[src/rtl/xbus_crossbar_pkg.sv]
// -----------------------------------------------------------------------------
// xbus_crossbar_pkg
// Shared configuration for the xbus interconnect: bus widths (as macros, so
// packed port widths can use them everywhere), the crossbar FSM state type,
// the wait-counter width and a helper that sizes index fields.
// No ports.
// -----------------------------------------------------------------------------
`ifndef XBUS_CONFIG_DEFINED
`define XBUS_CONFIG_DEFINED
`define XADDRW     32
`define XDATAW     32
`define XBYTEC     4
// Read data returned on a miss or a write acknowledge.
`define XERR_RDATA 32'h0000_0000
`endif

package xbus_crossbar_pkg;

    // Crossbar transaction FSM. Exposed on the debug port of the top.
    typedef enum logic [1:0] {
        IDLE   = 2'd0,
        ACCESS = 2'd1,
        WAIT   = 2'd2
    } state_t;

    // Wide enough for RD_LAT up to 7.
    localparam int WAIT_CNT_W = 3;

    // Width of a binary index into n items; never zero so N=1 still works.
    function automatic int idx_width(input int n);
        return (n > 1) ? $clog2(n) : 1;
    endfunction

endpackage

[src/rtl/xbus_crossbar_if.sv]
// -----------------------------------------------------------------------------
// xbus_crossbar_if
// Bundles the master-side request/response signals and the slave-side
// select/data signals of the xbus crossbar.
//   m_as/m_we/m_be/m_addr/m_wdata : per-master request fields (packed)
//   m_rdata/m_ack/m_err           : shared response, qualified by one-hot m_ack
//   s_cs/s_we/s_be/s_addr/s_wdata : slave selects and shared request fields
//   s_rdata                       : per-slave read data (packed)
// Handshake: a master raises m_as with stable fields and holds it until it
// sees its own m_ack bit high for exactly one cycle; m_rdata and m_err are
// only meaningful in that cycle.
// Modports: master (bus masters), slave (bus slaves), xbar (the crossbar).
// -----------------------------------------------------------------------------
interface xbus_crossbar_if #(
    parameter int N_MASTER = 2,
    parameter int N_SLAVE  = 4
);
    logic [N_MASTER-1:0]          m_as;
    logic [N_MASTER-1:0]          m_we;
    logic [N_MASTER*`XBYTEC-1:0]  m_be;
    logic [N_MASTER*`XADDRW-1:0]  m_addr;
    logic [N_MASTER*`XDATAW-1:0]  m_wdata;
    logic [`XDATAW-1:0]           m_rdata;
    logic [N_MASTER-1:0]          m_ack;
    logic                         m_err;

    logic [N_SLAVE-1:0]           s_cs;
    logic                         s_we;
    logic [`XBYTEC-1:0]           s_be;
    logic [`XADDRW-1:0]           s_addr;
    logic [`XDATAW-1:0]           s_wdata;
    logic [N_SLAVE*`XDATAW-1:0]   s_rdata;

    modport master (
        output m_as, m_we, m_be, m_addr, m_wdata,
        input  m_rdata, m_ack, m_err
    );

    modport slave (
        input  s_cs, s_we, s_be, s_addr, s_wdata,
        output s_rdata
    );

    modport xbar (
        input  m_as, m_we, m_be, m_addr, m_wdata, s_rdata,
        output m_rdata, m_ack, m_err, s_cs, s_we, s_be, s_addr, s_wdata
    );
endinterface

[src/rtl/xbus_rr_arbiter.sv]
// -----------------------------------------------------------------------------
// xbus_rr_arbiter
// Combinational round-robin arbiter. The search for a set request starts at
// index ptr and wraps around; the first request found wins.
//   req     in  N   request vector
//   ptr     in  IW  index with highest priority this cycle
//   gnt     out N   one-hot grant (all zero when no request)
//   gnt_idx out IW  binary index of the granted request (0 when none)
// -----------------------------------------------------------------------------
module xbus_rr_arbiter
    import xbus_crossbar_pkg::*;
#(
    parameter  int N  = 2,
    localparam int IW = idx_width(N)
) (
    input  logic [N-1:0]  req,
    input  logic [IW-1:0] ptr,
    output logic [N-1:0]  gnt,
    output logic [IW-1:0] gnt_idx
);

    always_comb begin : search
        logic          found;
        logic [IW:0]   cand;
        gnt     = '0;
        gnt_idx = '0;
        found   = 1'b0;
        cand    = '0;
        for (int off = 0; off < N; off++) begin
            // Candidate index = (ptr + off) mod N, with one extra bit so the
            // sum cannot overflow before the wrap.
            cand = {1'b0, ptr} + (IW+1)'(off);
            if (cand >= (IW+1)'(N)) begin
                cand = cand - (IW+1)'(N);
            end
            if (!found && req[cand[IW-1:0]]) begin
                found                = 1'b1;
                gnt[cand[IW-1:0]]    = 1'b1;
                gnt_idx              = cand[IW-1:0];
            end
        end
    end

endmodule

[src/rtl/xbus_crossbar.sv]
// -----------------------------------------------------------------------------
// xbus_crossbar
// N_MASTER x N_SLAVE xbus interconnect with round-robin arbitration, a
// base/mask address map, a fixed RD_LAT read latency and a bus-error response
// for unmapped addresses. One transaction is in flight at a time.
//   clk        in   system clock
//   rst        in   asynchronous, active-low reset
//   bus        xbar modport of xbus_crossbar_if (master and slave sides)
//   dbg_state  out  current FSM state
//   dbg_rr_ptr out  round-robin priority pointer
//   dbg_grant  out  index of the master owning the current transaction
// Timing: m_as sampled in cycle 0, s_cs in cycle 1, m_ack in cycle 2+RD_LAT.
// -----------------------------------------------------------------------------
module xbus_crossbar
    import xbus_crossbar_pkg::*;
#(
    parameter  int N_MASTER = 2,
    parameter  int N_SLAVE  = 4,
    parameter  int RD_LAT   = 1,
    parameter  logic [N_SLAVE*`XADDRW-1:0] SLV_BASE =
        {32'h1000_0100, 32'h1000_0000, 32'h0001_0000, 32'h0000_1000},
    parameter  logic [N_SLAVE*`XADDRW-1:0] SLV_MASK =
        {32'hFFFF_FF00, 32'hFFFF_FF00, 32'hFFFF_0000, 32'hFFFF_F000},
    localparam int MIW = idx_width(N_MASTER)
) (
    input  logic            clk,
    input  logic            rst,
    xbus_crossbar_if.xbar   bus,
    output state_t          dbg_state,
    output logic [MIW-1:0]  dbg_rr_ptr,
    output logic [MIW-1:0]  dbg_grant
);

    localparam int SIW = idx_width(N_SLAVE);
    localparam logic [WAIT_CNT_W-1:0] LAT = WAIT_CNT_W'(RD_LAT);

    state_t                 state, state_next;
    logic                   start, finish;

    logic [MIW-1:0]         rr_ptr, grant;
    logic                   lat_we;
    logic [`XBYTEC-1:0]     lat_be;
    logic [`XADDRW-1:0]     lat_addr;
    logic [`XDATAW-1:0]     lat_wdata;
    logic [SIW-1:0]         lat_slv;
    logic                   lat_hit;
    logic [WAIT_CNT_W-1:0]  wait_cnt;

    logic [N_MASTER-1:0]    ack_q;
    logic                   err_q;
    logic [`XDATAW-1:0]     rdata_q;

    // ---------------------------------------------------------------- arbiter
    // A master being acknowledged this cycle still has m_as high (it only
    // drops it after seeing the ack), so it is kept out of this round.
    logic [N_MASTER-1:0]    eligible;
    logic [N_MASTER-1:0]    arb_gnt;
    logic [MIW-1:0]         arb_idx;

    assign eligible = bus.m_as & ~ack_q;

    xbus_rr_arbiter #(.N(N_MASTER)) u_arb (
        .req     (eligible),
        .ptr     (rr_ptr),
        .gnt     (arb_gnt),
        .gnt_idx (arb_idx)
    );

    // Fields of the arbitration winner.
    logic                   win_we;
    logic [`XBYTEC-1:0]     win_be;
    logic [`XADDRW-1:0]     win_addr;
    logic [`XDATAW-1:0]     win_wdata;

    assign win_we    = bus.m_we[arb_idx];
    assign win_be    = bus.m_be[arb_idx*`XBYTEC +: `XBYTEC];
    assign win_addr  = bus.m_addr[arb_idx*`XADDRW +: `XADDRW];
    assign win_wdata = bus.m_wdata[arb_idx*`XDATAW +: `XDATAW];

    // --------------------------------------------------------- address decode
    logic [N_SLAVE-1:0]     hit_vec;
    logic [SIW-1:0]         dec_slv;
    logic                   dec_hit;

    for (genvar i = 0; i < N_SLAVE; i++) begin : g_decode
        assign hit_vec[i] =
            (win_addr & SLV_MASK[i*`XADDRW +: `XADDRW]) == SLV_BASE[i*`XADDRW +: `XADDRW];
    end

    // Scan from the top down so the lowest matching index is the one kept.
    always_comb begin
        dec_hit = 1'b0;
        dec_slv = '0;
        for (int i = N_SLAVE - 1; i >= 0; i--) begin
            if (hit_vec[i]) begin
                dec_hit = 1'b1;
                dec_slv = SIW'(i);
            end
        end
    end

    // -------------------------------------------------------------------- FSM
    always_ff @(posedge clk or negedge rst) begin
        if (!rst) begin
            state <= IDLE;
        end else begin
            state <= state_next;
        end
    end

    always_comb begin
        state_next = state;
        start      = 1'b0;
        finish     = 1'b0;
        case (state)
            IDLE: begin
                if (|arb_gnt) begin
                    start      = 1'b1;
                    state_next = ACCESS;
                end
            end
            ACCESS: begin
                state_next = WAIT;
            end
            WAIT: begin
                if (wait_cnt == WAIT_CNT_W'(1)) begin
                    finish     = 1'b1;
                    state_next = IDLE;
                end
            end
            default: begin
                state_next = IDLE;
            end
        endcase
    end

    // --------------------------------------------------------------- datapath
    always_ff @(posedge clk or negedge rst) begin
        if (!rst) begin
            rr_ptr    <= '0;
            grant     <= '0;
            lat_we    <= 1'b0;
            lat_be    <= '0;
            lat_addr  <= '0;
            lat_wdata <= '0;
            lat_slv   <= '0;
            lat_hit   <= 1'b0;
            wait_cnt  <= '0;
            ack_q     <= '0;
            err_q     <= 1'b0;
            rdata_q   <= '0;
        end else begin
            ack_q <= '0;
            err_q <= 1'b0;

            if (start) begin
                grant     <= arb_idx;
                lat_we    <= win_we;
                lat_be    <= win_be;
                lat_addr  <= win_addr;
                lat_wdata <= win_wdata;
                lat_slv   <= dec_slv;
                lat_hit   <= dec_hit;
            end

            if (state == ACCESS) begin
                wait_cnt <= LAT;
            end else if (state == WAIT) begin
                wait_cnt <= wait_cnt - WAIT_CNT_W'(1);
            end

            if (finish) begin
                ack_q[grant] <= 1'b1;
                err_q        <= !lat_hit;
                rdata_q      <= (lat_hit && !lat_we) ?
                                bus.s_rdata[lat_slv*`XDATAW +: `XDATAW] : `XERR_RDATA;
                rr_ptr       <= (grant == MIW'(N_MASTER - 1)) ? '0 : grant + 1'b1;
            end
        end
    end

    // ---------------------------------------------------------------- outputs
    // Slave-side signals exist only during ACCESS and are zero otherwise, so
    // an asynchronous reset clears them immediately through the state.
    assign bus.s_cs    = (state == ACCESS && lat_hit) ? (N_SLAVE'(1) << lat_slv) : '0;
    assign bus.s_we    = (state == ACCESS) && lat_we;
    assign bus.s_be    = (state == ACCESS) ? lat_be    : '0;
    assign bus.s_addr  = (state == ACCESS) ? lat_addr  : '0;
    assign bus.s_wdata = (state == ACCESS) ? lat_wdata : '0;

    assign bus.m_ack   = ack_q;
    assign bus.m_err   = err_q;
    assign bus.m_rdata = rdata_q;

    assign dbg_state   = state;
    assign dbg_rr_ptr  = rr_ptr;
    assign dbg_grant   = grant;

endmodule

[src/flat_wrapper.sv]
// flat-port wrapper written by rule: the top's interface ports become plain ports
module xbus_crossbar_flat import xbus_crossbar_pkg::*;
#(
    parameter  int N_MASTER = 2,
    parameter  int N_SLAVE  = 4,
    parameter  int RD_LAT   = 1,
    parameter  logic [N_SLAVE*`XADDRW-1:0] SLV_BASE =
        {32'h1000_0100, 32'h1000_0000, 32'h0001_0000, 32'h0000_1000},
    parameter  logic [N_SLAVE*`XADDRW-1:0] SLV_MASK =
        {32'hFFFF_FF00, 32'hFFFF_FF00, 32'hFFFF_0000, 32'hFFFF_F000},
    localparam int MIW = idx_width(N_MASTER)
)
  (clk, rst, dbg_state, dbg_rr_ptr, dbg_grant, bus_m_as, bus_m_we, bus_m_be, bus_m_addr, bus_m_wdata, bus_s_rdata, bus_m_rdata, bus_m_ack, bus_m_err, bus_s_cs, bus_s_we, bus_s_be, bus_s_addr, bus_s_wdata);
  xbus_crossbar_if #(.N_MASTER(N_MASTER), .N_SLAVE(N_SLAVE)) bus_i ();
  input  logic clk;
  input  logic rst;
  output state_t dbg_state;
  output logic [MIW-1:0] dbg_rr_ptr;
  output logic [MIW-1:0] dbg_grant;
  input wire logic [$bits(bus_i.m_as)-1:0] bus_m_as;
  input wire logic [$bits(bus_i.m_we)-1:0] bus_m_we;
  input wire logic [$bits(bus_i.m_be)-1:0] bus_m_be;
  input wire logic [$bits(bus_i.m_addr)-1:0] bus_m_addr;
  input wire logic [$bits(bus_i.m_wdata)-1:0] bus_m_wdata;
  input wire logic [$bits(bus_i.s_rdata)-1:0] bus_s_rdata;
  output wire logic [$bits(bus_i.m_rdata)-1:0] bus_m_rdata;
  output wire logic [$bits(bus_i.m_ack)-1:0] bus_m_ack;
  output wire logic [$bits(bus_i.m_err)-1:0] bus_m_err;
  output wire logic [$bits(bus_i.s_cs)-1:0] bus_s_cs;
  output wire logic [$bits(bus_i.s_we)-1:0] bus_s_we;
  output wire logic [$bits(bus_i.s_be)-1:0] bus_s_be;
  output wire logic [$bits(bus_i.s_addr)-1:0] bus_s_addr;
  output wire logic [$bits(bus_i.s_wdata)-1:0] bus_s_wdata;
  assign bus_i.m_as = bus_m_as;
  assign bus_i.m_we = bus_m_we;
  assign bus_i.m_be = bus_m_be;
  assign bus_i.m_addr = bus_m_addr;
  assign bus_i.m_wdata = bus_m_wdata;
  assign bus_i.s_rdata = bus_s_rdata;
  assign bus_m_rdata = bus_i.m_rdata;
  assign bus_m_ack = bus_i.m_ack;
  assign bus_m_err = bus_i.m_err;
  assign bus_s_cs = bus_i.s_cs;
  assign bus_s_we = bus_i.s_we;
  assign bus_s_be = bus_i.s_be;
  assign bus_s_addr = bus_i.s_addr;
  assign bus_s_wdata = bus_i.s_wdata;
  xbus_crossbar #(.N_MASTER(N_MASTER), .N_SLAVE(N_SLAVE), .RD_LAT(RD_LAT), .SLV_BASE(SLV_BASE), .SLV_MASK(SLV_MASK)) u_core (.clk(clk), .rst(rst), .bus(bus_i), .dbg_state(dbg_state), .dbg_rr_ptr(dbg_rr_ptr), .dbg_grant(dbg_grant));
endmodule
[config.mk]
export PLATFORM = sky130hd
export DESIGN_NAME = xbus_crossbar_flat
export DESIGN_NICKNAME = d
export VERILOG_FILES = /design/src/rtl/xbus_crossbar_pkg.sv /design/src/rtl/xbus_crossbar_if.sv /design/src/rtl/xbus_rr_arbiter.sv /design/src/rtl/xbus_crossbar.sv /design/src/flat_wrapper.sv
export SDC_FILE = /design/constraint.sdc
export NUM_CORES = 1
export LEC_CHECK = 0
export BUFFER_PORTS_ARGS = -buffer_cell sky130_fd_sc_hd__buf_2
export CAP_MARGIN = 20
export CORE_AREA = 4 4 145 147
export CTS_BUF_LIST = sky130_fd_sc_hd__clkbuf_2
export DETAILED_ROUTE_END_ITERATION = 8
export DIE_AREA = 0 0 149 151
export GPL_ROUTABILITY_DRIVEN = 0
export GPL_TIMING_DRIVEN = 0
export PLACE_DENSITY = 0.72
export SETUP_SLACK_MARGIN = 0.15
export SLEW_MARGIN = 20
export SYNTH_ARGS = -nofsm -noshare
export SYNTH_HDL_FRONTEND = slang
export SYNTH_SLANG_ARGS = --single-unit
[constraint.sdc]
create_clock -name clk -period 5 [get_ports clk]
set_input_delay 1 -clock clk [delete_from_list [all_inputs] [get_ports clk]]
set_output_delay 1 -clock clk [all_outputs]
set_load 0.05 [all_outputs]
==> impl_metrics.prom, run 1 <==
# TYPE chip_impl_metric gauge
chip_impl_metric{name="vias_in_the_first_global_route",unit=""} 6199
chip_impl_metric{name="grt_first_pass_wirelength",unit="um"} 34580
chip_impl_metric{name="synth.top_cell.area_share",unit="%"} 45.15
chip_impl_metric{name="final_nets",unit=""} 1259
chip_impl_info{name="timing_worst_setup_path_type",value="flop to primary output"} 1
chip_impl_metric{name="critPathRequiredTime",unit="ns"} 4.00
chip_impl_metric{name="number_of_levels_the_h_tree_was_split_into",unit=""} 4
chip_impl_info{name="largest_area_contributor_in_the_synthesized_netlist",value="sky130_fd_sc_hd__dfrtp_1"} 1
chip_impl_metric{name="syn2layout_area_growth",unit="%"} 39.78
chip_impl_metric{name="route.detailed.vias_per_inst",unit=""} 4.825
chip_impl_metric{name="remaining_drc_errors",unit=""} 0
chip_impl_info{name="run_status",value="finished clean"} 1
chip_impl_metric{name="met3_routing_resource_usage_after_global_routing",unit="%"} 5.236
chip_impl_metric{name="finClkSkew",unit="ns"} 0.04106
chip_impl_info{name="ys.flop_type",value="sky130_fd_sc_hd__dfrtp_1"} 1
chip_impl_metric{name="postCtsHoldBufs",unit=""} 0
chip_impl_metric{name="grt_antenna_before_repair",unit=""} 9
chip_impl_metric{name="filler_cell_count",unit=""} 1959
chip_impl_metric{name="ant_nets",unit=""} 0
chip_impl_metric{name="vdd_drop_max",unit="V"} 0.0002330
chip_impl_metric{name="top_level_ports",unit=""} 382
chip_impl_metric{name="groute.usage.overall",unit="%"} 20.23
chip_impl_metric{name="finalCriticalPeriod",unit="ns"} 3.736
chip_impl_metric{name="multi_input_comb_area",unit="um^2"} 3202
chip_impl_metric{name="post_syn_instances",unit=""} 583
chip_impl_info{name="holdCritPathClass",value="primary input to async pin"} 1
chip_impl_metric{name="cts_setup_buffers",unit=""} 0
chip_impl_metric{name="postSynthAreaPerCell",unit="um^2"} 10.84
chip_impl_metric{name="sequential_cell_area",unit="um^2"} 2853
chip_impl_metric{name="fp.dieH",unit="um"} 151
chip_impl_metric{name="post-route-worst-setup-slack",unit="ns"} 1.264
chip_impl_metric{name="worst_pin_slew",unit="ns"} 0.6769
chip_impl_metric{name="critPathArrivalTime",unit="ns"} 2.74
chip_impl_metric{name="synth_edf_count",unit=""} 0
chip_impl_metric{name="slew_headroom",unit="%"} 54.87
chip_impl_info{name="tritoncts",value="yes"} 1
chip_impl_metric{name="drt_iter0_drc",unit=""} 205
chip_impl_metric{name="globalRouteMet1Util",unit="%"} 24.61
chip_impl_metric{name="routed_wire_length_per_instance",unit="um"} 18.65
chip_impl_metric{name="count_of_cells_resized_by_post_cts_repair",unit=""} 0
chip_impl_metric{name="ys_async_sr_fraction",unit="%"} 100.0
chip_impl_metric{name="final_report_setup_violation_count",unit=""} 0
chip_impl_metric{name="dp_worst_setup_slack",unit="ns"} 1.860
chip_impl_info{name="crit_start",value="u_core.dbg_state[1]"} 1
chip_impl_metric{name="floorplan.die_area",unit="um^2"} 22500
chip_impl_metric{name="placement.io_buffers",unit=""} 381
chip_impl_metric{name="post_layout_util",unit="%"} 44.36
chip_impl_metric{name="grt_use_met2",unit="%"} 33.99
chip_impl_metric{name="max_cap_violations",unit=""} 0
chip_impl_metric{name="synth.net_count",unit=""} 858
chip_impl_metric{name="global_route_total_overflow",unit=""} 0
chip_impl_metric{name="post_synth_instance_area",unit="um^2"} 6319
chip_impl_metric{name="maxClockFrequency",unit="MHz"} 267.7
chip_impl_metric{name="final.period_utilization",unit="%"} 74.71
chip_impl_info{name="grt_busiest_layer",value="met2"} 1
chip_impl_metric{name="num_vias",unit=""} 6137
chip_impl_metric{name="core_area",unit="um^2"} 19910
chip_impl_metric{name="regToRegSetupSlack",unit="ns"} 2.75
chip_impl_metric{name="floorplan_row_count",unit=""} 52
chip_impl_info{name="critPathLaunchType",value="flop"} 1
chip_impl_info{name="ys_top_cells_by_area",value="sky130_fd_sc_hd__dfrtp_1 (45%), sky130_fd_sc_hd__mux4_2 (11%), sky130_fd_sc_hd__mux2i_1 (11%)"} 1
chip_impl_metric{name="maximum_number_of_pins_on_one_net_before_global_route_repair",unit=""} 61
chip_impl_metric{name="fp.dieW",unit="um"} 149
chip_impl_metric{name="finalHoldViolations",unit=""} 0
chip_impl_metric{name="synth.ff_latch_count",unit=""} 114
chip_impl_metric{name="drt-pass1-iter-count",unit=""} 4
chip_impl_metric{name="wirelength",unit="um"} 23720
chip_impl_metric{name="dp.final_hpwl",unit="um"} 19410
chip_impl_metric{name="final_max_slew_viol_count",unit=""} 0
chip_impl_metric{name="fin_cells",unit=""} 1272
chip_impl_metric{name="cts_max_path_buffers",unit=""} 2
chip_impl_metric{name="yosys.cell_types.count",unit=""} 41
chip_impl_metric{name="placed_cells_incl_taps",unit=""} 1235
chip_impl_info{name="clk_root_buffer_cell",value="sky130_fd_sc_hd__clkbuf_2"} 1
chip_impl_metric{name="fraction_of_the_yosys_area_taken_by_sequential_cells",unit="%"} 45.15
chip_impl_metric{name="synthesis.yosys.warnings",unit=""} 0
chip_impl_info{name="worstReg2RegEnd",value="u_core.bus.m_rdata[19]"} 1
chip_impl_metric{name="post_route_cells_drive_above_1_share",unit="%"} 46.93
chip_impl_metric{name="path_clk_slew",unit="ns"} 0.18
chip_impl_info{name="regToRegStartpoint",value="u_core.dbg_state[0]"} 1
chip_impl_info{name="crit_path_end_kind",value="primary output"} 1
chip_impl_metric{name="cp_max_fo",unit=""} 10
chip_impl_info{name="grt_setup_unrepaired",value="false"} 1
chip_impl_metric{name="numClockSinks",unit=""} 114
chip_impl_metric{name="setup_total_negative_slack",unit="ns"} 0
chip_impl_metric{name="floorplan.initialDensity",unit="%"} 31.74
chip_impl_metric{name="worst_r2r_path_depth",unit=""} 6
chip_impl_metric{name="cts_made_buffers",unit=""} 17
chip_impl_metric{name="power-per-cell-area",unit="nW/um^2"} 564.9
chip_impl_metric{name="insertion_delay",unit="ns"} 0.66
chip_impl_metric{name="power.leakage",unit="nW"} 4.773
chip_impl_metric{name="whs",unit="ns"} 0.2481
## logic make-up after synthesis
| logic type | count (synthesis) | synth area share [%] |
|---|---|---|
| AO/OA/AOI/OAI | 121 | 12.04 |
| adder cells (fa/ha/maj) | 5 | 0.9901 |
| flip-flops | 114 | 45.15 |
| multiplexers | 102 | 22.51 |
| buffers and inverters | 56 | 4.178 |
| AND/OR/NAND/NOR | 185 | 15.13 |
## synth_stat cells (4+ instances only)
cell type	instances
sky130_fd_sc_hd__a21oi_1	5
sky130_fd_sc_hd__a22o_1	34
sky130_fd_sc_hd__and2_1	70
sky130_fd_sc_hd__buf_2	16
sky130_fd_sc_hd__buf_6	4
sky130_fd_sc_hd__clkbuf_1	25
sky130_fd_sc_hd__dfrtp_1	114
sky130_fd_sc_hd__ha_1	5
sky130_fd_sc_hd__inv_1	9
sky130_fd_sc_hd__mux2i_1	69
sky130_fd_sc_hd__mux4_2	32
sky130_fd_sc_hd__nand2_1	76
sky130_fd_sc_hd__nor2_1	12
sky130_fd_sc_hd__nor4_1	10
sky130_fd_sc_hd__o21ai_0	72
## layout by cell type (no fill, tap or decap), types with 12 or more instances in the layout
master and count:
sky130_fd_sc_hd__a22o_1 34, sky130_fd_sc_hd__mux2i_1 69, sky130_fd_sc_hd__dfrtp_1 114, sky130_fd_sc_hd__nand2_1 76, sky130_fd_sc_hd__o21ai_0 72, sky130_fd_sc_hd__and2_1 70, sky130_fd_sc_hd__clkbuf_1 25, sky130_fd_sc_hd__nor2_1 12
sky130_fd_sc_hd__clkbuf_2 20, sky130_fd_sc_hd__mux4_2 32, sky130_fd_sc_hd__buf_2 396
## state kept, by name, summed over array words and instances (netlist names)
| name | flops |
|---|---|
| u_core.bus.m_ack | 2 |
| u_core.bus.m_err | 1 |
| u_core.bus.m_rdata | 32 |
| u_core.dbg_grant | 1 |
| u_core.dbg_rr_ptr | 1 |
| u_core.dbg_state | 2 |
| u_core.lat_addr | 32 |
| u_core.lat_be | 4 |
| u_core.lat_hit | 1 |
| u_core.lat_slv | 2 |
| u_core.lat_wdata | 32 |
| u_core.lat_we | 1 |
| u_core.wait_cnt | 3 |
## how the worst max path moves through the flow
stage                        endpoint  slack (ns)  cells after the start
4_1_cts               bus_s_wdata[14]        1.08                      6
6_report               bus_s_addr[18]        1.26                      6
2_1_floorplan             bus_s_cs[0]        1.70                      5
3_3_place_gp   u_core.bus.m_rdata[29]        1.49                      1
5_1_grt                bus_s_wdata[7]        0.92                      6
3_5_place_dp          bus_s_wdata[14]        1.86                      6
## area by class of cell
cell class	instances	share of cell area, %
buffer	46	2.564
tap	270	3.825
multi-input combinational	413	36.25
timing repair buffer	382	21.97
clock inverter	10	1.332
sequential	114	32.30
antenna	7	0.1983
clock buffer	20	1.133
inverter	10	0.4250
## worst max-delay path, stage by stage (launching register included)
cell,delay [ns]
sky130_fd_sc_hd__dfrtp_1,0.42
sky130_fd_sc_hd__inv_1,0.11
sky130_fd_sc_hd__ha_1,0.18
sky130_fd_sc_hd__clkbuf_1,0.49
sky130_fd_sc_hd__clkbuf_1,0.41
sky130_fd_sc_hd__and2_1,0.21
sky130_fd_sc_hd__buf_2,0.26
## metrics by stage
| step | area (um^2) | total power, mW |
|---|---|---|
| finish | 8832 | 4.989 |
| global route | 8832 | 5.326 |
| CTS | 8815 | 5.045 |
| detailed placement | 8597 | 4.420 |
| global placement | 8563 | 4.359 |
| floorplan | 6319 | 3.573 |
## metal layers
layer	wire [um]	vias to the layer above	part of all wire (%)
met3	1810	40	7.6
li1	-	2903	-
met5	34	-	0.14
met1	9270	2919	39
met4	703	4	3.0
met2	11900	271	50
## power by group
group,switching [mW],internal (mW)
clock,0.354,0.269
sequential,0.214,1.32
combinational,2.02,0.808
total,2.59,2.40
(Power assumes the default switching activity.)
==> inputs of run 2 (changes only) <==
--- a/config.mk
+++ b/config.mk
@@ -7,13 +7,13 @@
 export LEC_CHECK = 0
 export BUFFER_PORTS_ARGS = -buffer_cell sky130_fd_sc_hd__buf_2
 export CAP_MARGIN = 20
-export CORE_AREA = 4 4 145 147
+export CORE_AREA = 4 4 147 149
 export CTS_BUF_LIST = sky130_fd_sc_hd__clkbuf_2
 export DETAILED_ROUTE_END_ITERATION = 8
-export DIE_AREA = 0 0 149 151
+export DIE_AREA = 0 0 151 153
 export GPL_ROUTABILITY_DRIVEN = 0
 export GPL_TIMING_DRIVEN = 0
-export PLACE_DENSITY = 0.72
+export PLACE_DENSITY = 0.71
 export SETUP_SLACK_MARGIN = 0.15
 export SLEW_MARGIN = 20
 export SYNTH_ARGS = -nofsm -noshare
==> constraint.sdc (replaced) <==
create_clock -name clk -period 3.44 [get_ports clk]
set_input_delay 0.688 -clock clk [delete_from_list [all_inputs] [get_ports clk]]
set_output_delay 0.688 -clock clk [all_outputs]
set_load 0.05 [all_outputs]
==> impl_metrics.prom, run 2 (synthesized netlist as in run 1, its figures left out) <==
# TYPE chip_impl_metric gauge
chip_impl_info{name="run_status",value="finished clean"} 1
chip_impl_metric{name="grt_first_pass_wirelength",unit="um"} 35250
chip_impl_metric{name="drt_iter0_drc",unit=""} 274
chip_impl_metric{name="floorplan.initialDensity",unit="%"} 31.33
chip_impl_metric{name="finalHoldViolations",unit=""} 0
chip_impl_metric{name="floorplan.die_area",unit="um^2"} 23100
chip_impl_metric{name="remaining_drc_errors",unit=""} 0
chip_impl_metric{name="setup_total_negative_slack",unit="ns"} 0
chip_impl_metric{name="power-per-cell-area",unit="nW/um^2"} 846.5
chip_impl_metric{name="finalCriticalPeriod",unit="ns"} 3.005
chip_impl_metric{name="groute.usage.overall",unit="%"} 19.88
chip_impl_info{name="timing_worst_setup_path_type",value="flop to primary output"} 1
chip_impl_metric{name="global_route_total_overflow",unit=""} 0
chip_impl_metric{name="cts_max_path_buffers",unit=""} 2
chip_impl_metric{name="wirelength",unit="um"} 23970
chip_impl_metric{name="power.leakage",unit="nW"} 4.855
chip_impl_metric{name="critPathRequiredTime",unit="ns"} 2.75
chip_impl_metric{name="filler_cell_count",unit=""} 1996
chip_impl_metric{name="insertion_delay",unit="ns"} 0.66
chip_impl_metric{name="routed_wire_length_per_instance",unit="um"} 18.83
chip_impl_metric{name="numClockSinks",unit=""} 114
chip_impl_metric{name="fp.dieW",unit="um"} 151
chip_impl_metric{name="vias_in_the_first_global_route",unit=""} 6254
chip_impl_metric{name="sequential_cell_area",unit="um^2"} 2853
chip_impl_info{name="cpLargestDelayFamily",value="buffers and inverters"} 1
chip_impl_metric{name="fin_cells",unit=""} 1273
chip_impl_info{name="crit_path_end_kind",value="primary output"} 1
chip_impl_metric{name="fp.dieH",unit="um"} 153
chip_impl_metric{name="vdd_drop_max",unit="V"} 0.0004691
chip_impl_info{name="holdCritPathClass",value="primary input to flop"} 1
chip_impl_info{name="mostFrequentLayoutCell",value="sky130_fd_sc_hd__buf_2"} 1
chip_impl_metric{name="num_vias",unit=""} 6181
chip_impl_metric{name="core_area",unit="um^2"} 20170
chip_impl_info{name="tritoncts",value="yes"} 1
chip_impl_metric{name="final.period_utilization",unit="%"} 87.35
chip_impl_metric{name="drt-pass1-iter-count",unit=""} 5
chip_impl_info{name="grt_setup_unrepaired",value="false"} 1
chip_impl_metric{name="placed_cells_incl_taps",unit=""} 1235
chip_impl_metric{name="cts_made_buffers",unit=""} 17
chip_impl_metric{name="critPathMaxStageDelay",unit="ns"} 0.43
chip_impl_metric{name="critical_path_buf_inv_count",unit=""} 4
chip_impl_metric{name="multi_input_comb_area",unit="um^2"} 3202
chip_impl_metric{name="ant_nets",unit=""} 0
chip_impl_info{name="critical_path.slowest_cell",value="sky130_fd_sc_hd__dfrtp_1"} 1
chip_impl_metric{name="route.detailed.vias_per_inst",unit=""} 4.855
chip_impl_info{name="commonest_cells_after_routing_fill_and_taps_aside",value="sky130_fd_sc_hd__buf_2 (396), sky130_fd_sc_hd__dfrtp_1 (114), sky130_fd_sc_hd__nand2_1 (76)"} 1
chip_impl_metric{name="final_report_setup_violation_count",unit=""} 0
chip_impl_info{name="clk_root_buffer_cell",value="sky130_fd_sc_hd__clkbuf_2"} 1
chip_impl_metric{name="critPathArrivalTime",unit="ns"} 2.32
chip_impl_metric{name="syn2layout_area_growth",unit="%"} 42.14
chip_impl_metric{name="slew_headroom",unit="%"} 60.15
chip_impl_metric{name="maxClockFrequency",unit="MHz"} 332.8
chip_impl_metric{name="post_route_cells_drive_above_1_share",unit="%"} 48.20
chip_impl_metric{name="cp_max_fo",unit=""} 10
chip_impl_metric{name="finClkSkew",unit="ns"} 0.03759
chip_impl_metric{name="floorplan_row_count",unit=""} 52
chip_impl_metric{name="max_cap_violations",unit=""} 0
chip_impl_metric{name="top_level_ports",unit=""} 382
chip_impl_metric{name="final_max_slew_viol_count",unit=""} 0
chip_impl_metric{name="final_nets",unit=""} 1260
chip_impl_metric{name="maximum_number_of_pins_on_one_net_before_global_route_repair",unit=""} 61
chip_impl_metric{name="cts_setup_buffers",unit=""} 0
chip_impl_metric{name="placement.io_buffers",unit=""} 381
chip_impl_metric{name="report.power.total",unit="mW"} 7.603
chip_impl_info{name="cp_cell_sequence",value="inv_1 -> ha_1 -> clkbuf_4 -> clkbuf_2 -> and2_1 -> buf_2"} 1
chip_impl_metric{name="dp.final_hpwl",unit="um"} 19680
chip_impl_info{name="critPathLaunchType",value="flop"} 1
chip_impl_metric{name="number_of_levels_the_h_tree_was_split_into",unit=""} 4
chip_impl_metric{name="grt_antenna_before_repair",unit=""} 4
chip_impl_metric{name="path_clk_slew",unit="ns"} 0.20
chip_impl_metric{name="worst_pin_slew",unit="ns"} 0.5978
[run 2: cell types whose count changed in the layout (fill, tap and decap cells not counted), moves of 4 or more]
cell	delta
sky130_fd_sc_hd__clkbuf_2	+5
sky130_fd_sc_hd__clkbuf_1	-8
sky130_fd_sc_hd__clkinv_1	-4
sky130_fd_sc_hd__bufinv_16	+4
[run 2: where the power goes]
group	switching [mW]	internal, mW
clock	0.566	0.698
sequential	0.307	1.92
combinational	2.92	1.19
total	3.79	3.81
[run 2: stage by stage]
stage	hold WS [ns]	setup WS, ns	util (%)	cell area, um^2
floorplan	0.3924	0.4527	-	6319
global placement	0.4532	0.2179	42.46	8563
detailed placement	0.4626	0.5068	42.62	8597
CTS	0.2085	0.1582	44.45	8966
global route	0.2091	0.1532	44.52	8979
finish	0.3011	0.4350	44.53	8981
[run 2: per-layer routing]
layer,up-vias,part of all wire (%),global-route usage (%)
li1,2907,-,-
met5,-,0,0
met2,275,52,35.39
met4,0,2.2,6.261
met3,31,7.3,4.323
met1,2968,39,23.70
[run 2: area by class of cell]
| cell class | instances | share of cell area [%] |
|---|---|---|
| plain buffers | 46 | 2.661 |
| diodes | 5 | 0.1393 |
| multi-input cells | 413 | 35.65 |
| inverters | 10 | 0.4179 |
| well taps | 270 | 3.761 |
| repair buffers | 383 | 21.72 |
| flip-flops and latches | 114 | 31.76 |
| clock buffers | 18 | 1.003 |
| clock inverters | 14 | 2.884 |
[run 2: final timing paths]
| path | cells past startpoint | slack [ns] | endpoint | start |
|---|---|---|---|---|
| worst max-delay path | 6 | 0.43 | bus_s_wdata[15] | u_core.dbg_state[1] |
| worst min-delay path | 3 | 0.30 | u_core.lat_wdata[3] | bus_m_wdata[35] |
| worst max register to register | 6 | 1.14 | u_core.bus.m_rdata[19] | u_core.dbg_state[0] |
| worst min register to register | 2 | 0.49 | u_core.lat_addr[27] | u_core.lat_addr[27] |
| max in group asynchronous | 3 | 2.21 | u_core.lat_addr[28] | rst |
| min in group asynchronous | 2 | 0.51 | u_core.bus.m_rdata[6] | rst |
[run 2: worst min-delay path: cells and delay by family]
family                 cells  cell delay [ns]
AOI/OAI and AO/OA          1             0.13
buffers and inverters      1             0.07
muxes                      1             0.05
[run 2: what timing repair did]
item | CTS | global route
hold buffers | 1 | 0
gates resized for setup | 7 | 4
hold endpoints to repair | 54 | 0
cloned | 0 | 0
setup endpoints to repair | 54 | 12
